## src/rtl/spi_reg_bank_if.sv

```systemverilog
// Strobed register-access bus between an SPI slave front end and spi_reg_bank.
interface spi_reg_bank_if;
    logic        reg_read_stb;
    logic        reg_write_stb;
    logic [6:0]  spi_addr;
    logic [15:0] spi_write_data;
    logic [15:0] spi_read_data;

    modport master (
        output reg_read_stb,
        output reg_write_stb,
        output spi_addr,
        output spi_write_data,
        input  spi_read_data
    );

    modport slave (
        input  reg_read_stb,
        input  reg_write_stb,
        input  spi_addr,
        input  spi_write_data,
        output spi_read_data
    );
endinterface

```

## src/rtl/spi_reg_bank.sv

```systemverilog
// SPI-addressed control/status register bank with sticky events, IRQ,
// error counter and an auto-incrementing coefficient RAM port.
module spi_reg_bank #(
    parameter logic [15:0] ID_VALUE = 16'hA0D1,
    parameter int          COEF_AW  = 10,
    parameter int          NUM_EVT  = 8
) (
    input  logic               clk,
    input  logic               reset_n,
    spi_reg_bank_if.slave      bus,
    output logic [15:0]        ctrl,
    input  logic [NUM_EVT-1:0] status_live,
    input  logic [NUM_EVT-1:0] status_event,
    output logic               irq,
    output logic [COEF_AW-1:0] coef_addr,
    output logic [15:0]        coef_wdata,
    output logic               coef_wr_stb,
    input  logic [15:0]        coef_rd_data
);

    localparam logic [6:0] ADDR_ID        = 7'h00;
    localparam logic [6:0] ADDR_CTRL      = 7'h01;
    localparam logic [6:0] ADDR_STATUS    = 7'h02;
    localparam logic [6:0] ADDR_IRQ_MASK  = 7'h03;
    localparam logic [6:0] ADDR_SCRATCH   = 7'h04;
    localparam logic [6:0] ADDR_ERR_CNT   = 7'h05;
    localparam logic [6:0] ADDR_COEF_PTR  = 7'h08;
    localparam logic [6:0] ADDR_COEF_DATA = 7'h09;

    localparam logic [COEF_AW-1:0] PTR_ONE = {{(COEF_AW-1){1'b0}}, 1'b1};

    logic [15:0]          ctrl_reg;
    logic [NUM_EVT-1:0]   irq_mask;
    logic [15:0]          scratch;
    logic [NUM_EVT-1:0]   sticky;
    logic [15:0]          err_cnt;
    logic [COEF_AW-1:0]   ptr;
    logic [15:0]          wdata_reg;
    logic                 wr_pulse;
    logic                 inc_pending;
    logic                 irq_reg;
    logic [15:0]          read_reg;

    logic                 wr;
    logic                 rd;
    logic [6:0]           addr;
    logic [15:0]          wdata;
    logic [2*NUM_EVT-1:0] status_word;
    logic [NUM_EVT-1:0]   clear_mask;
    logic [15:0]          read_value;

    assign wr          = bus.reg_write_stb;
    assign rd          = bus.reg_read_stb;
    assign addr        = bus.spi_addr;
    assign wdata       = bus.spi_write_data;
    assign status_word = {status_live, sticky};
    assign clear_mask  = (wr && addr == ADDR_STATUS) ? wdata[NUM_EVT-1:0] : '0;

    always_comb begin
        read_value = 16'h0000;
        case (addr)
            ADDR_ID:        read_value = ID_VALUE;
            ADDR_CTRL:      read_value = ctrl_reg;
            ADDR_STATUS:    read_value = 16'(status_word);
            ADDR_IRQ_MASK:  read_value = 16'(irq_mask);
            ADDR_SCRATCH:   read_value = scratch;
            ADDR_ERR_CNT:   read_value = err_cnt;
            ADDR_COEF_PTR:  read_value = 16'(ptr);
            ADDR_COEF_DATA: read_value = coef_rd_data;
            default:        read_value = 16'h0000;
        endcase
    end

    // Reads capture the pre-write value because the mux sees the old registers.
    // A COEF_PTR write issued alongside a pending increment overrides it.
    always_ff @(posedge clk) begin
        if (!reset_n) begin
            ctrl_reg    <= '0;
            irq_mask    <= '0;
            scratch     <= '0;
            sticky      <= '0;
            err_cnt     <= '0;
            ptr         <= '0;
            wdata_reg   <= '0;
            wr_pulse    <= 1'b0;
            inc_pending <= 1'b0;
            irq_reg     <= 1'b0;
            read_reg    <= '0;
        end else begin
            wr_pulse    <= 1'b0;
            inc_pending <= 1'b0;
            if (inc_pending)
                ptr <= ptr + PTR_ONE;
            sticky  <= (sticky & ~clear_mask) | status_event;
            irq_reg <= |(sticky & irq_mask);
            if (rd) begin
                read_reg <= read_value;
                if (addr == ADDR_COEF_DATA)
                    inc_pending <= 1'b1;
            end
            if (wr) begin
                case (addr)
                    ADDR_CTRL:      ctrl_reg <= wdata;
                    ADDR_STATUS:    begin end
                    ADDR_IRQ_MASK:  irq_mask <= wdata[NUM_EVT-1:0];
                    ADDR_SCRATCH:   scratch  <= wdata;
                    ADDR_ERR_CNT:   err_cnt  <= '0;
                    ADDR_COEF_PTR:  ptr      <= wdata[COEF_AW-1:0];
                    ADDR_COEF_DATA: begin
                        wdata_reg   <= wdata;
                        wr_pulse    <= 1'b1;
                        inc_pending <= 1'b1;
                    end
                    default: begin
                        if (err_cnt != 16'hFFFF)
                            err_cnt <= err_cnt + 16'd1;
                    end
                endcase
            end
        end
    end

    // Outputs are forced low for as long as reset_n is held, so a RAM write
    // strobe issued just before reset never reaches the RAM.
    assign ctrl              = reset_n ? ctrl_reg  : '0;
    assign irq               = reset_n ? irq_reg   : 1'b0;
    assign coef_addr         = reset_n ? ptr       : '0;
    assign coef_wdata        = reset_n ? wdata_reg : '0;
    assign coef_wr_stb       = reset_n ? wr_pulse  : 1'b0;
    assign bus.spi_read_data = reset_n ? read_reg  : '0;

endmodule
```

## src/flat_wrapper.sv

```systemverilog
// flat-port wrapper written by rule: the top's interface ports become plain ports
module spi_reg_bank_flat 
#(
    parameter logic [15:0] ID_VALUE = 16'hA0D1,
    parameter int          COEF_AW  = 10,
    parameter int          NUM_EVT  = 8
)
  (clk, reset_n, ctrl, status_live, status_event, irq, coef_addr, coef_wdata, coef_wr_stb, coef_rd_data, bus_reg_read_stb, bus_reg_write_stb, bus_spi_addr, bus_spi_write_data, bus_spi_read_data);
  spi_reg_bank_if bus_i ();
  input  logic clk;
  input  logic reset_n;
  output logic [15:0] ctrl;
  input  logic [NUM_EVT-1:0] status_live;
  input  logic [NUM_EVT-1:0] status_event;
  output logic irq;
  output logic [COEF_AW-1:0] coef_addr;
  output logic [15:0] coef_wdata;
  output logic coef_wr_stb;
  input  logic [15:0] coef_rd_data;
  input wire logic [$bits(bus_i.reg_read_stb)-1:0] bus_reg_read_stb;
  input wire logic [$bits(bus_i.reg_write_stb)-1:0] bus_reg_write_stb;
  input wire logic [$bits(bus_i.spi_addr)-1:0] bus_spi_addr;
  input wire logic [$bits(bus_i.spi_write_data)-1:0] bus_spi_write_data;
  output wire logic [$bits(bus_i.spi_read_data)-1:0] bus_spi_read_data;
  assign bus_i.reg_read_stb = bus_reg_read_stb;
  assign bus_i.reg_write_stb = bus_reg_write_stb;
  assign bus_i.spi_addr = bus_spi_addr;
  assign bus_i.spi_write_data = bus_spi_write_data;
  assign bus_spi_read_data = bus_i.spi_read_data;
  spi_reg_bank #(.ID_VALUE(ID_VALUE), .COEF_AW(COEF_AW), .NUM_EVT(NUM_EVT)) u_core (.clk(clk), .reset_n(reset_n), .bus(bus_i), .ctrl(ctrl), .status_live(status_live), .status_event(status_event), .irq(irq), .coef_addr(coef_addr), .coef_wdata(coef_wdata), .coef_wr_stb(coef_wr_stb), .coef_rd_data(coef_rd_data));
endmodule
```

## config.mk

```make
export PLATFORM = sky130hd
export DESIGN_NAME = spi_reg_bank_flat
export DESIGN_NICKNAME = d
export VERILOG_FILES = /design/src/rtl/spi_reg_bank_if.sv /design/src/rtl/spi_reg_bank.sv /design/src/flat_wrapper.sv
export SDC_FILE = /design/constraint.sdc
export NUM_CORES = 1
export LEC_CHECK = 0
export CAP_MARGIN = 20
export CORE_MARGIN = 8
export CORE_UTILIZATION = 45
export DETAILED_ROUTE_END_ITERATION = 7
export GPL_TIMING_DRIVEN = 0
export PLACE_DENSITY_LB_ADDON = 0.1
export SETUP_SLACK_MARGIN = 0.2
export SLEW_MARGIN = 10
export SYNTH_ARGS = -nofsm -noshare
export SYNTH_HDL_FRONTEND = slang
export SYNTH_SLANG_ARGS = --single-unit
```

## constraint.sdc

```tcl
create_clock -name clk -period 1.66 [get_ports clk]
set_input_delay 0.166 -clock clk [delete_from_list [all_inputs] [get_ports clk]]
set_output_delay 0.166 -clock clk [all_outputs]
set_load 0.005 [all_outputs]
```

# Word-level counts from Yosys, hierarchy flattened
# Cells that the tools add are included.
[word_totals]
ff_bits = 109
in_bits = 59
word_cells = 54
[op_classes]
add_sub_neg = 2
n_eq_ne = 8
n_mux = 17
bitwise = 5
reduce_logical = 11
[ops]
columns = ["cell", "count"]
rows = [
  ["$pmux 16 s8", 1],
  ["$mux 16", 4],
  ["$mux 10", 4],
  ["$pmux 16 s2", 1],
  ["$add 16x1->16 const B", 1],
  ["$and 8x8->8", 2],
  ["$ne 16x16->1 const B", 1],
  ["$eq 7x2->1 const B", 2],
  ["$eq 7x3->1 const B", 2],
  ["$eq 7x4->1 const B", 2],
  ["$add 10x1->10 const B", 1],
  ["$reduce_and 2->1", 5],
  ["$mux 8", 1],
  ["$not 8->8", 1],
  ["$or 8x8->8", 1],
  ["$reduce_or 8->1", 1],
  ["$eq 7x1->1 const B", 1],
  ["$logic_not 7->1", 1],
  ["$mux 1", 6],
  ["$reduce_or 6->1", 1],
  ["$reduce_and 3->1", 1],
  ["$reduce_bool 2->1", 1],
  ["$logic_and 1x1->1", 1],
  ["$not 1->1", 1],
]

# Depth between registers and ports, before layout
# Gate-level depths: netlist of run 1.
[logic_depth]
depth_word = 6
depth_mapped = 8
mapped_depth_nobuf = 5

# Worst setup path before layout of run 1
# Ideal clock, no wire load.
[synth_timing]
path_type = "input -> register"
startpoint = "input port bus_spi_addr[5]"
endpoint = "register u_core.read_reg[7]"
setup_time_ns = 0.059
t_arrival_ns = 1.600
setup_slack_ns = 0.001
path_stages = 6
n_path_buf = 2
path_cell_list = "or3_1 -> buf_6 -> buf_6 -> or4_4 -> a41oi_2 -> a221o_1"
[synth_between]
elab_chain_cells = 2
word_cells_on_any_way = 9
[synth_rtl]
columns = ["element", "line", "text"]
rows = [
  ["start: declaration", "flat_wrapper.sv:22", "input wire logic [$bits(bus_i.spi_addr)-1:0] bus_spi_addr;"],
  ["$eq 7x4->1, or another cell as far along", "spi_reg_bank.sv:61", "case (addr)"],
  ["$pmux 16 s8 (*)", "spi_reg_bank.sv:61", ""],
  ["end signal: assignment", "spi_reg_bank.sv:97", "read_reg <= read_value;"],
  ["end: declaration", "spi_reg_bank.sv:42", "logic [15:0] read_reg;"],
]
# Every way passes the cells marked *; elsewhere a longest branch is shown, timed or not.
# A chain may end at the register's enable or synchronous reset.

# Final worst setup path of run 1
[layout_timing]
startpoint = "register u_core.err_cnt[9]"
endpoint = "register u_core.err_cnt[14]"
[layout_between]
elab_chain_cells = 3
word_cells_on_any_way = 6
[layout_rtl]
columns = ["element", "line", "text"]
rows = [
  ["start: declaration", "spi_reg_bank.sv:36", "logic [15:0] err_cnt;"],
  ["start signal: assignment", "spi_reg_bank.sv:116", "err_cnt <= err_cnt + 16'd1;"],
  ["$add 16x1->16 / $ne 16x16->1 (equally long branches)", "spi_reg_bank.sv:116, spi_reg_bank.sv:115", ""],
  ["$mux 16 / $reduce_bool 2->1 (equally long branches)", "-", ""],
  ["$pmux 16 s2 / $reduce_and 3->1 (equally long branches)", "-", ""],
]
# Parallel ways exist; a longest one is shown, timed or not. The select of a mux whose other input is x is not followed.

==> results of run 1 <==
==> metal layers <==
metal	up-vias	share of wire	global-route usage
met3	82	0.089	0.0641
met4	0	0.045	0.123
met5	-	0	0
met2	378	0.48	0.454
li1	2829	-	-
met1	3071	0.39	0.338
==> where the power goes <==
group	total [uW]	switching (uW)	internal, uW
logic	729	397	332
clock network	2550	1060	1480
registers	2640	25.3	2620
==> synthesized netlist by cell type (all sizes together) (4+ instances only) <==
library cell	count
clkbuf	23
or4	12
xor2	7
nor2	24
and3	6
mux2i	21
nand3b	4
nor3	6
nor4	6
a21o	7
dfxtp	109
o21ai	16
a22oi	20
a211oi	8
nand3	18
nand4	6
a21oi	65
nand2b	8
and2	65
buf	26
o2bb2ai	7
a221oi	4
inv	15
a31oi	15
nand2	118
o31ai	9
and4	4
a222oi	4
==> final cells by class <==
cell class                 count  area [um^2]
timing repair buffer         192         1800
inverter                      15         56.3
multi-input combinational    503         3960
buffer                        49          593
fill                         848         2900
sequential                   109         2240
clock inverter                 7          120
tap                          168          210
clock buffer                   9          225
==> cells in the final DEF, fill, tap and decap left out, types with 14 or more instances in the layout <==
master	count
a21oi_1	24
a21oi_2	41
a22oi_1	14
and2_1	60
buf_4	54
buf_6	31
clkbuf_16	16
clkdlybuf4s50_1	49
dfxtp_1	85
dlygate4sd2_1	53
inv_1	15
mux2i_1	20
nand2_1	73
nand2_2	26
nand2_4	19
nor2_1	20
==> how the worst max path moves through the flow <==
| stage | start | end | slack, ps |
|---|---|---|---|
| floorplan | bus_spi_addr[5] | u_core.read_reg[7] | 30 |
| global placement | reset_n | coef_wdata[14] | -1100 |
| detailed placement | reset_n | coef_wdata[14] | -1160 |
| CTS | reset_n | coef_wdata[14] | 20 |
| global route | u_core.err_cnt[7] | u_core.err_cnt[14] | -30 |
| finish | u_core.err_cnt[9] | u_core.err_cnt[14] | 20 |
==> through the flow <==
step                cells  utilization  setup slack, ps  total power [uW]  hold WS, ps
floorplan             676            -             30.6              2920          277
finish               1052        0.760             20.5              5920          323
global route         1052        0.760            -31.2              6050          318
CTS                  1042        0.702             18.5              5810          336
detailed placement    962        0.585            -1160              3220          445
global placement      962        0.585            -1100              3210          438
==> tightest hold or removal path, delay by kind of cell <==
| family | cells | cell delay (ps) |
|---|---|---|
| AND/OR/NAND/NOR | 1 | 70 |
| buffers and inverters | 1 | 80 |
| AO/OA/AOI/OAI | 2 | 320 |
==> what timing repair did <==
item	in CTS	in global routing
resized for setup	262	165
gates cloned	7	2
setup buffers	57	8
setup endpoints to repair	168	129
pin swaps	44	55
endpoints found under the hold margin	0	0
==> logic make-up (layout without fill, tap and decap cells) <==
| family | Yosys count | count (layout) |
|---|---|---|
| muxes | 24 | 24 |
| DFF | 109 | 109 |
| AOI/OAI and AO/OA | 180 | 180 |
| adders and majority gates | 2 | 2 |
| buffers and inverters | 64 | 272 |
| xor gates and xnor gates | 9 | 9 |
| and+or+nand+nor | 288 | 288 |
==> run metrics, run 1 <==
critical path buffer and inverter count=0; MaxCap Viol Count=0; share of the synthesized area in the top cell type=0.389; period utilisation layout=0.988; Avg WL per Cell=about 23 um; drt total wl=~25000 um; DR vias/cell=6.05; synthesized flop and latch total=109; layout cells sized above 1=0.379; FF-to-FF setup slack=20 ps; CP startpoint kind=flop; CP Class=flop to flop; ranking of synthesized cells by area=dfxtp_1, nand2_1, and2_1; H-tree level count=3; R2R cell count=5; dominant synthesized flop cell=dfxtp_1; first drt pass iteration count=6; post-synthesis compound-gate area fraction=0.217; CTS max path bufs=2; Synth cell types=61; Synth Area in XOR/XNOR=0.0141; I/O pin count=119; Syn Inst Count=676; crit end category=flop; placement row count=40; register area share after synthesis=0.389; syn nets=737; final setup fails=0; Hold Violations, Final=0; max-slew violation count=0; Power Density=642 nW/um^2; TritonCTS Buffers=9; DP Area=7090 um^2; Worst Hold End=u_core.read_reg[1]; post-route ant nets=0; TritonCTS clock tree=done; Vert. Die Dim=about 130 um; PortBufs=118; core area=around 12000 um^2; Root Buffer=clkbuf_16; Worst VDD drop=0.636 mV; maximum clock rate=610 MHz; crit path DAT=about 1900 ps; Critical R2R Launch=u_core.err_cnt[9]; drt initial violations=about 670; Largest delay share family, worst path=simple AND/OR/NAND/NOR gates; Worst-Skew Late Latency=360 ps; first-pass GRT wire length=roughly 34000 um; worst-path cell chain=and4_4 > and3_4 > nand3_2 > or4_4 > a21oi_2; Post-Synth Adder-Cell Area=0.00446; Static Leak=0.00377 uW; via count=6360; Final GP Congestion=0.929; fin nets=940; critical path depth=5; slowest stage delay, CP=500 ps; number of synthesized flops with an enable pin=0; total gr overflow=0; Initial Utilization=0.463; area leader, netlist=dfxtp_1; yosys warns=0; Post-route DRC=0; Worst-path clk slew=~70 ps; post-route cell area=9210 um^2; post-layout minimum cycle time=1640 ps; Hold WC Path Type=input port to flop; Diodes inserted=0; DPL Wire Length=15500 um; Avg Synthesized Cell Area=approximately 8.3 um^2; mapped cell area=approximately 5600 um^2; vias in the first global route=approximately 6000; clock sink count=around 110; Clock Skew=6.30 ps; RSZ-0062 raised after global routing=true; simple-gate area share of the yosys netlist=0.274; Worst Path Max Fanout=4; RR Endpoint=u_core.err_cnt[14]; Worst EP required=1950 ps; slowest library cell on the worst path=or4_4; cts hold-fix bufs=0; Rel. slew slack=0.412; initial antenna violation count=0; multiplexer area fraction after synthesis=0.0435; ys async rst share=0; Die X-Extent=about 130 um; P&R area growth vs syn=64.2%; GR Util All Layers=0.277; hold depth=4; Die Area=roughly 16000 um^2; largest family of logic cells by synthesized area=simple AND/OR/NAND/NOR gates; setup TNS=0 ps; worst-margin pin slew=roughly 880 ps; hold_sp=bus_spi_addr[5]; largest net degree at the start of global routing=19; status=completed
Note: power is estimated with default switching activity, not from simulation.
==> run 2, diff against run 1 <==
- PLACE_DENSITY_LB_ADDON: 0.1 -> 0.3
==> run 2 against run 1 <==
Net effect: setup slack better by 3.0 ps; count of clock-buffer cells in the layout increased by 3; cell count down 0.67%; wire length shrank 4.9%; combinational power decreased by 2%; highest routed layer unchanged; global-route usage down 0.19 points; sequential share of layout area grew 0.77 points; largest cell class unchanged.
==> run metrics, run 2 (same netlist as run 1, synthesis figures left out) <==
Static Leak=about 0.0037 uW; CP Class=input port to flop; wire length on met3=roughly 2100 um; H-tree level count=3; crit path DAT=around 1900 ps; Max Used Layer=met4; Worst Path Max Fanout=6; Seq. cell area=between 2000 and 2500 um^2; DR vias/cell=6.00; drt initial violations=between 700 and 800; Final GP Congestion=0.945; Diodes inserted=0; GR Util All Layers=0.275; TritonCTS clock tree=done; Worst Setup SP=bus_spi_addr[6]; Worst-Skew Late Latency=approximately 360 ps; Root Buffer=clkbuf_16; clock sink count=between 100 and 150; first-pass GRT wire length=34700 um; Worst EP required=1930 ps; crit end category=flop; post-route ant nets=0; fin nets=a little over 900; first drt pass iteration count=5; Die X-Extent=128 um; P_int=4020 uW; Post-route DRC=0; Avg WL per Cell=22.5 um; Die Area=16300 um^2; vias in the first global route=6125; Hold WC Path Type=input port to flop; worst setup margin=23.5 ps; Flop pwr share=0.484; DPL Wire Length=~15000 um; RR Endpoint=u_core.err_cnt[14]; RSZ-0062 raised after global routing=true; Worst Setup EP=u_core.err_cnt[2]; max-slew violation count=0; status=completed; post-place setup slack=-1140 ps; MaxCap Viol Count=0; Hold Violations, Final=0; FF-to-FF setup slack=30 ps; R2R cell count=5; Clock Skew=10.3 ps; Critical R2R Launch=u_core.err_cnt[9]; drt total wl=23500 um; TritonCTS Buffers=9; hold_sp=bus_spi_addr[4]; Sw Pwr=1430 uW; PortBufs=between 100 and 150; P&R area growth vs syn=59.0%; DP Area=7090 um^2; post-route cell area=8920 um^2; post-layout minimum cycle time=1640 ps; met2 wire len=~11000 um; placement row count=40; Rel. slew slack=0.545; Multi-input gate area=3770 um^2; final setup fails=0; Power Density=611 nW/um^2; maximum clock rate=611 MHz; fillcell total=approximately 880; DRT met1 WL=slightly above 9000 um; largest net degree at the start of global routing=18; CP startpoint kind=input port; period utilisation layout=0.986; clock share of power=0.385; total gr overflow=0; Post-Route Utilization=0.736; Design Power=5450 uW; Sw Ratio=0.263; most common cell after layout, fill and taps aside=nand2_1; layout cells sized above 1=0.326; worst-margin pin slew=around 680 ps; initial antenna violation count=0; CTS max path bufs=2; I/O pin count=119; leading cell types in the layout, fill and taps excluded=nand2_1, dfxtp_1, and2_1; Worst-path clk slew=approximately 70 ps; Worst VDD drop=0.614 mV; via count=6268; combinational share of power=0.131; Initial Utilization=0.463; Vert. Die Dim=128 um; core area=12100 um^2; cts hold-fix bufs=0
-- run 2: cell types whose count changed in the layout (fill, tap and decap cells not counted), moves of 4 or more --
cell	previous run	this run
a21oi_1	24	38
a21oi_2	41	27
a22oi_1	14	18
a22oi_2	6	2
buf_4	54	45
buf_8	9	5
clkbuf_8	5	9
nand2_1	73	92
nand2_2	26	6
nand3_1	13	9
nand3_2	3	7
-- run 2: how the worst min path moves through the flow --
stage | cells past startpoint | slack [ps] | end
after detailed placement | 2 | 450 | u_core.scratch[6]
after floorplan | 1 | 280 | u_core.sticky[6]
after global routing | 4 | 340 | u_core.read_reg[1]
after CTS | 4 | 300 | u_core.read_reg[5]
after global placement | 2 | 440 | u_core.wdata_reg[13]
final | 4 | 320 | u_core.read_reg[1]
-- run 2: area by class of cell --
type,instances,area share
clock inverters,3,0.00323
plain buffers,49,0.0624
well taps,168,0.0236
inverters,15,0.00631
flip-flops and latches,109,0.251
multi-input cells,503,0.423
repair buffers,186,0.203
clock buffers,12,0.0276
-- run 2: timing repair --
| item | in CTS | in global routing |
|---|---|---|
| gates resized for setup | 255 | 122 |
| endpoints found under the setup margin | 168 | 89 |
| pin swaps | 35 | 50 |
| cloned | 12 | 1 |
| setup buffers | 47 | 8 |
-- run 2: critical path, stage by stage --
cell and delay [ps]:
buf_6 90, or3_4 390, buf_12 160, buf_12 130, o311ai_4 400, buf_6 200, buf_8 140, o31ai_2 70
a21oi_1 160
-- run 2: power by group through the flow --
stage / Combinational (uW) / Sequential [uW] / Clock (uW)
finish: 712 / 2640 / 2100
global route: 736 / 2640 / 2190
global placement: 490 / 2720 / 0
CTS: 639 / 2640 / 2110
floorplan: 211 / 2710 / 0
detailed placement: 495 / 2720 / 0
-- run 2: metal layers --
layer  vias up  global-route usage
met2       369               0.448
met5         -                   0
met3        83              0.0740
li1       2811                   -
met4         0               0.120
met1      3005               0.334
-- run 2: through the flow --
step	hold slack, ps	instances	setup TNS [ps]
floorplan	277	676	0
global placement	439	962	-116990
detailed placement	447	962	-120320
CTS	304	1036	0
global route	336	1045	-59.1
finish	323	1045	0
==> run 3, diff against run 2 <==
- CORE_UTILIZATION: 45 -> 30
==> run 3 against run 2 <==
Net effect: the run now ends with negative setup slack left; clock skew increased by 0.83 ps; via count decreased by 0.56%; count of clock-buffer cells in the layout decreased by 2; hold slack got worse by 22 ps; design area increased by 5.5%; critical path depth increased by 1; sequential power about the same; non-clock buffer count increased by 4; fmax decreased by 2.2%; sequential share of layout area decreased by 1.4 points; power increased by 6.8%; setup slack got worse by 37 ps; largest power group unchanged.
==> run metrics, run 3 (same netlist as run 1, synthesis figures left out) <==
Final GP Congestion=0.876; P&R area growth vs syn=67.8%; CP Class=input port to flop; largest net degree at the start of global routing=19; total gr overflow=0; most common cell after layout, fill and taps aside=dfxtp_1; period utilisation layout=1.01; Avg WL per Cell=21.9 um; fin nets=940; drt total wl=24500 um; post-route ant nets=0; MaxCap Viol Count=0; Static Leak=0.00373 uW; Worst Path Max Fanout=7; critical path buffer and inverter count=5; failing checks=negative setup slack; initial antenna violation count=2; leading cell types in the layout, fill and taps excluded=dfxtp_1, nand2_1, and2_1; Clock Skew=~11 ps; drt initial violations=643; Post-route DRC=0; worst-path cell chain=buf_6 > or3_4 > buf_12 > buf_12 > o21ai_4 > nor3_4 > buf_4 > buf_6 > nor4_4 > mux2i_1; RSZ-0062 raised after global routing=true; final setup fails=2; CTS max path bufs=2; Die Area=23300 um^2; post-route insts no fill=around 1100; cts hold-fix bufs=0; Multi-input gate area=4030 um^2; FF-to-FF setup slack=roughly 10 ps; Worst EP required=roughly 1900 ps; H-tree level count=3; vias in the first global route=5930; Worst-Skew Late Latency=360 ps; first drt pass iteration count=8; Vert. Die Dim=153 um; PortBufs=~120; worst-margin pin slew=774 ps; DR vias/cell=around 5.6; Hold Violations, Final=0; Largest delay share family, worst path=simple AND/OR/NAND/NOR gates; Rel. slew slack=0.484; Die X-Extent=153 um; Root Buffer=clkbuf_16; slowest stage delay, CP=390 ps; Initial Utilization=0.303; Worst VDD drop=about 0.48 mV; layout cells sized above 1=0.381; fillcell total=1699; DPL Wire Length=15900 um; I/O pin count=119; TritonCTS Buffers=9; GR Util All Layers=0.196; maximum clock rate=598 MHz; post-layout minimum cycle time=1670 ps; max-slew violation count=0; clock sink count=109; Power Density=between 600 and 700 nW/um^2; via count=6233; CP startpoint kind=input port; slowest library cell on the worst path=or3_4; first-pass GRT wire length=around 36000 um; TritonCTS clock tree=done; status=finished, violations left; Inst Count DP=1028; Worst-path clk slew=80 ps; Seq. cell area=~2200 um^2; crit path DAT=a little under 2000 ps; crit end category=flop; placement row count=50; Hold WC Path Type=input port to flop; core area=between 15000 and 20000 um^2; post-place setup slack=-1240 ps; worst setup margin=-13.5 ps
==> run 3: per-stage QoR <==
step | area (um^2) | hold WS (ps) | power [uW] | TNS, ps | util
final | 9410 | 301 | 5820 | -20.6 | 0.508
after floorplan | 5700 | 277 | 2920 | 0 | -
after detailed placement | 7170 | 445 | 3220 | -126680 | 0.387
after global routing | 9410 | 324 | 5970 | -216 | 0.508
after CTS | 8570 | 322 | 5740 | 0 | 0.463
after global placement | 7170 | 438 | 3230 | -126410 | 0.387
==> run 3: metal layers <==
metal  routed length (um)  track usage
met3                 1760       0.0391
met4                 1170       0.0877
met2                11600        0.321
met1                 9940        0.244
met5                    0            0
==> run 3: what timing repair did <==
item / 4_1_cts / 5_1_grt
pin swaps: 46 / 61
setup buffers: 51 / 13
gates cloned: 7 / 3
gates resized for setup: 259 / 170
setup endpoints to repair: 168 / 96
==> run 3: final timing paths <==
check                      startpoint                  end  cells after the start
hold reg to reg   u_core.wdata_reg[8]  u_core.wdata_reg[8]                      2
setup / recovery      bus_spi_addr[6]   u_core.err_cnt[11]                     10
hold / removal        bus_spi_addr[4]   u_core.read_reg[5]                      4
setup reg to reg    u_core.err_cnt[8]   u_core.err_cnt[14]                      5
==> run 3: final cells by class <==
class                           count  share of cell area
Sequential cell                   109               0.237
Inverter                           15             0.00598
Clock buffer                       10              0.0243
Clock inverter                      6             0.00984
Antenna cell                        2            0.000532
Tap cell                          234              0.0311
Timing Repair Buffer              190               0.201
Buffer                             49              0.0608
Multi-Input combinational cell    505               0.429
==> run 3: where the power goes <==
group	switching (uW)	internal [uW]
Sequential	26.8	2620
Combinational	408	332
Clock	1090	1340
Total	1530	4290
==> run 3: worst register-to-register path, stage by stage, from the launching register on <==
cell     delay [ps]
dfxtp_4         350
and4_4          250
and3_1          210
nand3_1         130
or4_1           490
a21oi_1         140
==> RTL change 1 (config.mk and constraints of run 1) <==
`COEF_AW` is set to 10 in 2 places; all go to 11.
--- a/src/rtl/spi_reg_bank.sv
+++ b/src/rtl/spi_reg_bank.sv
@@ -2,7 +2,7 @@
 // error counter and an auto-incrementing coefficient RAM port.
 module spi_reg_bank #(
     parameter logic [15:0] ID_VALUE = 16'hA0D1,
-    parameter int          COEF_AW  = 10,
+    parameter int          COEF_AW  = 11,
     parameter int          NUM_EVT  = 8
 ) (
     input  logic               clk,
--- a/src/flat_wrapper.sv
+++ b/src/flat_wrapper.sv
@@ -2,7 +2,7 @@
 module spi_reg_bank_flat 
 #(
     parameter logic [15:0] ID_VALUE = 16'hA0D1,
-    parameter int          COEF_AW  = 10,
+    parameter int          COEF_AW  = 11,
     parameter int          NUM_EVT  = 8
 )
   (clk, reset_n, ctrl, status_live, status_event, irq, coef_addr, coef_wdata, coef_wr_stb, coef_rd_data, bus_reg_read_stb, bus_reg_write_stb, bus_spi_addr, bus_spi_write_data, bus_spi_read_data);
Ports: changed (resized coef_addr); port bits go from 119 to 120. No check against the original RTL was run, so the function may have changed too.
==> RTL change 1 against run 1 <==
The run now ends with negative setup slack left. Routed wire length rose by 8.2%. Largest cell class unchanged. Non-clock buffer count grew 30. Critical path depth up 1. Sequential cell count grew 1. Cell area rose by 5.8%. Power fell by 6.1%. Clock power down 15%. Largest power group unchanged. Setup slack worse by 140 ps. First-iteration DRC count is 11% higher. Clock skew about the same. Area after synthesis down 2.7%.
==> RTL change 1: results (changes against run 1) <==
<table>
<tr><th>Metric</th><th>Value</th></tr>
<tr><th colspan="2">Placement</th></tr>
<tr><td>GP Congestion</td><td>0.945 (+1.7%)</td></tr>
<tr><td>Worst setup slack after placement</td><td>-956 ps (+206 ps)</td></tr>
<tr><td>Placed standard-cell area</td><td>0.00698 mm² (-1.5%)</td></tr>
<tr><td>Placed wire-length estimate after detailed placement</td><td>15600 µm (+0.78%)</td></tr>
<tr><th colspan="2">Route</th></tr>
<tr><td>Wirelength per Cell</td><td>25.5 µm (+8.9%)</td></tr>
<tr><td>Met2 Wirelength</td><td>12600 µm (+7.1%)</td></tr>
<tr><td>Overall via count from detail_route</td><td>6782 (+6.6%)</td></tr>
<tr><td>Post-route met1 wirelength</td><td>9870 µm (+2.5%)</td></tr>
<tr><td>Routed length on met3</td><td>2690 µm (+22%)</td></tr>
<tr><th colspan="2">Yosys</th></tr>
<tr><td>Share of the yosys chip area belonging to registers</td><td>40.3% (+1.4 points)</td></tr>
<tr><td>Synth top cells by count</td><td>sky130_fd_sc_hd__dfxtp_1 (110), sky130_fd_sc_hd__nand2_1 (90), sky130_fd_sc_hd__a21oi_1 (64)</td></tr>
<tr><td>Post-synthesis net count</td><td>721 (-2.2%)</td></tr>
<tr><td>Mapped Avg Cell Area</td><td>8.27 µm² (-0.30%)</td></tr>
<tr><th colspan="2">Timing</th></tr>
<tr><td>Setup slack after layout</td><td>-115 ps (-136 ps)</td></tr>
<tr><td>Final setup fails</td><td>11 (+11)</td></tr>
<tr><td>Final setup TNS</td><td>-611 ps (-611 ps)</td></tr>
<tr><th colspan="2">Global routing</th></tr>
<tr><td>All-layer global routing usage</td><td>28.7% (+1.0 points)</td></tr>
<tr><td>First-pass GRT wire length</td><td>35700 µm (+3.8%)</td></tr>
<tr><th colspan="2">Final layout</th></tr>
<tr><td>Fillcell total</td><td>684 (-19%)</td></tr>
<tr><td>Final layout net count</td><td>954 (+1.5%)</td></tr>
<tr><td>Share of post-route cells with drive strength above 1</td><td>45.9% (+8.0 points)</td></tr>
<tr><th colspan="2">Pwr</th></tr>
<tr><td>Leak pwr</td><td>3.79 nW (+0.28%)</td></tr>
<tr><td>Areal power density over the cells</td><td>570 mW/mm² (-11%)</td></tr>
<tr><th colspan="2">Outcome</th></tr>
<tr><td>Status</td><td>complete, but fails checks</td></tr>
<tr><td>Violations in the final reports</td><td>negative setup slack</td></tr>
</table>
-- RTL change 1: cell type report --
type	instances	share of cell area, %
Clock buffer	11	2.49
Tap cell	147	1.89
Sequential cell	110	23.6
Clock inverter	5	0.424
Multi-Input combinational cell	490	42.9
Timing Repair Buffer	221	22.1
Inverter	11	0.488
Buffer	50	6.18
-- RTL change 1: repair_timing --
| item | CTS | global route |
|---|---|---|
| buffers inserted | 65 | 29 |
| gates resized for setup | 323 | 207 |
| setup endpoints to repair | 170 | 98 |
| pin swaps | 40 | 62 |
| gates cloned | 7 | 3 |
| hold buffers | 0 | 0 |
-- RTL change 1: kinds of logic (layout without fill, tap and decap cells) --
logic type | count (synthesis) | after routing | share of synthesized area [%]
simple gates | 266 | 267 | 25.1
buf+inv | 61 | 298 | 4.72
flops | 110 | 110 | 40.3
mux | 8 | 8 | 1.56
compound gates | 203 | 203 | 26.2
xor+xnor | 10 | 10 | 1.60
fa+ha+maj | 2 | 2 | 0.458
-- RTL change 1: metal layers --
layer  track usage, %  up-vias
li1                 -     2882
met1             33.9     3207
met2             46.9      520
met3             7.64      173
met4             15.1        0
met5                0        -
-- RTL change 1: critical path, stage by stage (launching register included) --
cell and delay (ps):
sky130_fd_sc_hd__dfxtp_4 370, sky130_fd_sc_hd__buf_4 110, sky130_fd_sc_hd__and4_4 230, sky130_fd_sc_hd__and3_1 170, sky130_fd_sc_hd__nand4_1 140, sky130_fd_sc_hd__or4_1 520, sky130_fd_sc_hd__a21oi_1 160
-- RTL change 1: worst min path at each step --
stage / endpoint / slack, ps / cells after the start / startpoint
2_1_floorplan: u_core.sticky[1]$_SDFF_PN0_ / 290 / 1 / status_event[1]
3_3_place_gp: u_core.ctrl_reg[4]$_SDFFE_PN0P_ / 440 / 2 / u_core.ctrl_reg[4]$_SDFFE_PN0P_
3_5_place_dp: u_core.ctrl_reg[4]$_SDFFE_PN0P_ / 450 / 2 / u_core.ctrl_reg[4]$_SDFFE_PN0P_
4_1_cts: u_core.err_cnt[3]$_SDFFE_PN0P_ / 220 / 4 / reset_n
5_1_grt: u_core.err_cnt[12]$_SDFFE_PN0P_ / 270 / 4 / reset_n
6_report: u_core.err_cnt[3]$_SDFFE_PN0P_ / 250 / 4 / reset_n
-- RTL change 1: power breakdown --
part / switching (W) / leakage (nW) / internal, W
Sequential: 0.0000260 / 0.913 / 0.00263
Combinational: 0.000402 / 2.73 / 0.000327
Clock: 0.00109 / 0.138 / 0.00108
Total: 0.00152 / 3.79 / 0.00404
==> RTL change 2 (flow settings as in run 1) <==
Made on the original files. Register the inputs `status_live`, `status_event` and `coef_rd_data` before use, without a reset. The logic sees them one clock later. The other inputs are not delayed to match.
--- a/src/rtl/spi_reg_bank.sv
+++ b/src/rtl/spi_reg_bank.sv
@@ -29,6 +29,16 @@
 
     localparam logic [COEF_AW-1:0] PTR_ONE = {{(COEF_AW-1){1'b0}}, 1'b1};
 
+    logic [NUM_EVT-1:0] status_live_q;
+    logic [NUM_EVT-1:0] status_event_q;
+    logic [15:0] coef_rd_data_q;
+
+    always_ff @(posedge clk) begin
+        status_live_q  <= status_live;
+        status_event_q <= status_event;
+        coef_rd_data_q <= coef_rd_data;
+    end
+
     logic [15:0]          ctrl_reg;
     logic [NUM_EVT-1:0]   irq_mask;
     logic [15:0]          scratch;
@@ -53,7 +63,7 @@
     assign rd          = bus.reg_read_stb;
     assign addr        = bus.spi_addr;
     assign wdata       = bus.spi_write_data;
-    assign status_word = {status_live, sticky};
+    assign status_word = {status_live_q, sticky};
     assign clear_mask  = (wr && addr == ADDR_STATUS) ? wdata[NUM_EVT-1:0] : '0;
 
     always_comb begin
@@ -66,7 +76,7 @@
             ADDR_SCRATCH:   read_value = scratch;
             ADDR_ERR_CNT:   read_value = err_cnt;
             ADDR_COEF_PTR:  read_value = 16'(ptr);
-            ADDR_COEF_DATA: read_value = coef_rd_data;
+            ADDR_COEF_DATA: read_value = coef_rd_data_q;
             default:        read_value = 16'h0000;
         endcase
     end
@@ -91,7 +101,7 @@
             inc_pending <= 1'b0;
             if (inc_pending)
                 ptr <= ptr + PTR_ONE;
-            sticky  <= (sticky & ~clear_mask) | status_event;
+            sticky  <= (sticky & ~clear_mask) | status_event_q;
             irq_reg <= |(sticky & irq_mask);
             if (rd) begin
                 read_reg <= read_value;
Check against the original RTL: not equivalent (a bounded check fails within 4 cycles, from zero or initial values and one cycle with reset_n low).
==> RTL change 2 against run 1 <==
The run now ends with negative setup slack left. Cell area decreased by 0.92%. Clock power rose by 43%. Maximum frequency fell by 8.6%. Core utilization fell by 7.4 points. Setup slack got worse by 150 ps. Power rose by 32%. Sequential cell count increased by 32. Area after synthesis rose by 9.8%. Clock skew increased by 3.2 ps. Routed wire length down 6.3%. Critical endpoint is now u_core.err_cnt[15]$_SDFFE_PN0P_. Largest power group is now clock.
==> RTL change 2: results (changes against run 1) <==
<table>
<tr><th>Metric</th><th>Value</th></tr>
<tr><th colspan="2">Setup path</th></tr>
<tr><td>Capture point of the critical path</td><td>u_core.err_cnt[15]$_SDFFE_PN0P_</td></tr>
<tr><td>Origin of the worst setup path</td><td>u_core.err_cnt[2]$_SDFFE_PN0P_</td></tr>
<tr><td>RR Endpoint</td><td>u_core.err_cnt[15]$_SDFFE_PN0P_</td></tr>
<tr><th colspan="2">Clock tree</th></tr>
<tr><td>Max H-tree Level</td><td>4 (+1)</td></tr>
<tr><th colspan="2">Pwr</th></tr>
<tr><td>Leak pwr</td><td>3.68 nW (-2.4%)</td></tr>
<tr><th colspan="2">Outcome</th></tr>
<tr><td>Status</td><td>complete, but fails checks</td></tr>
<tr><td>Violations in the final reports</td><td>negative setup slack</td></tr>
<tr><th colspan="2">Yosys</th></tr>
<tr><td>Synthesized-area fraction occupied by xor and xnor cells</td><td>1.42% (+0.017 points)</td></tr>
<tr><td>Synth top cells by count</td><td>sky130_fd_sc_hd__dfxtp_1 (141), sky130_fd_sc_hd__nand2_1 (81), sky130_fd_sc_hd__a21oi_1 (52)</td></tr>
<tr><td>Synth area leaders</td><td>sky130_fd_sc_hd__dfxtp_1 (46%), sky130_fd_sc_hd__mux2i_1 (5.9%), sky130_fd_sc_hd__and2_1 (5.2%), sky130_fd_sc_hd__nand2_1 (4.9%), sky130_fd_sc_hd__a21oi_1 (4.2%)</td></tr>
<tr><td>Post-synthesis net count</td><td>753 (+2.2%)</td></tr>
<tr><td>Fraction of the mapped netlist area in compound gates</td><td>17.2% (-4.5 points)</td></tr>
<tr><td>Fraction of synthesized area in multiplexers</td><td>8.23% (+3.9 points)</td></tr>
<tr><td>Count of distinct cell types in the synthesized netlist</td><td>60 (-1.6%)</td></tr>
<tr><th colspan="2">Timing</th></tr>
<tr><td>Worst clock skew on the final layout</td><td>9.53 ps (+3.23 ps)</td></tr>
<tr><td>Setup slack after layout</td><td>-133 ps (-153 ps)</td></tr>
<tr><td>Headroom to the max-slew limit</td><td>55.3% (+14 points)</td></tr>
<tr><td>Final setup TNS</td><td>-1270 ps (-1270 ps)</td></tr>
<tr><td>Final setup fails</td><td>15 (+15)</td></tr>
<tr><th colspan="2">Route</th></tr>
<tr><td>Vias per cell</td><td>5.73 (-5.3%)</td></tr>
<tr><td>Overall routed net length</td><td>23100 µm (-6.3%)</td></tr>
<tr><th colspan="2">Placement</th></tr>
<tr><td>Placed wire-length estimate after detailed placement</td><td>16200 µm (+4.7%)</td></tr>
<tr><th colspan="2">Final layout</th></tr>
<tr><td>Final layout net count</td><td>951 (+1.2%)</td></tr>
<tr><th colspan="2">Global routing</th></tr>
<tr><td>First-pass GRT wire length</td><td>35300 µm (+2.4%)</td></tr>
<tr><td>All-layer global routing usage</td><td>25.7% (-2.0 points)</td></tr>
</table>
[RTL change 2: worst register-to-register path: stages (launching register included)]
cell	delay (ps)
sky130_fd_sc_hd__dfxtp_4	340
sky130_fd_sc_hd__and4_4	240
sky130_fd_sc_hd__buf_8	110
sky130_fd_sc_hd__buf_4	100
sky130_fd_sc_hd__buf_4	100
sky130_fd_sc_hd__nand4_1	130
sky130_fd_sc_hd__or4_4	530
sky130_fd_sc_hd__a21oi_4	170
[RTL change 2: cell families (layout without fill, tap and decap cells)]
group | after synthesis | count (layout)
simple gates | 269 | 269
flops | 141 | 141
fa+ha+maj | 2 | 2
mux | 49 | 49
compound gates | 160 | 161
buf+inv | 61 | 271
xor+xnor | 10 | 10
[RTL change 2: worst min-delay path by stage]
stage                                                 from                                to  slack, ps  cells past startpoint
after CTS                                          reset_n    u_core.err_cnt[2]$_SDFFE_PN0P_         90                      3
after detailed placement  u_core.status_event_q[1]$_DFF_P_       u_core.sticky[1]$_SDFF_PN0_        430                      1
after global routing                               reset_n   u_core.err_cnt[15]$_SDFFE_PN0P_        120                      3
final                                              reset_n    u_core.err_cnt[2]$_SDFFE_PN0P_        130                      3
after global placement    u_core.status_event_q[1]$_DFF_P_       u_core.sticky[1]$_SDFF_PN0_        420                      1
after floorplan                            coef_rd_data[0]  u_core.coef_rd_data_q[0]$_DFF_P_        190                      0
[RTL change 2: layout make-up]
cell class                      instances  area share (%)
Clock buffer                           17            4.66
Buffer                                 44            3.96
Timing Repair Buffer                  178            17.3
Clock inverter                         15            1.51
Sequential cell                       141            31.7
Tap cell                              176            2.41
Inverter                               17           0.782
Multi-Input combinational cell        491            37.6
[RTL change 2: through the flow]
stage / setup slack (ps) / std cells
after floorplan: 43.1 / 692
after global placement: -990 / 985
after detailed placement: -1060 / 985
after CTS: -118 / 1069
after global routing: -195 / 1079
final: -133 / 1079
[RTL change 2: report_power, final]
group          total (W)  switching (W)  internal, W  leakage [nW]
registers        0.00347      0.0000379      0.00343          1.17
logic           0.000684       0.000376     0.000308          2.23
clock network    0.00365        0.00157      0.00209         0.282
total            0.00781        0.00198      0.00583          3.68
[RTL change 2: repair_timing]
item                                    4_1_cts  5_1_grt
cloned                                        4        0
pin swaps                                    34       26
hold endpoints to repair                      0        0
resized for setup                           211       57
buffers inserted                             48       10
endpoints found under the setup margin      167       68
[RTL change 2: metal layers]
layer	up-vias	global-route usage [%]	part of all wire, %
met3	43	7.27	7.9
met4	0	9.78	2.3
met5	-	0	0
met2	278	41.8	48
met1	2987	31.4	42
li1	2871	-	-
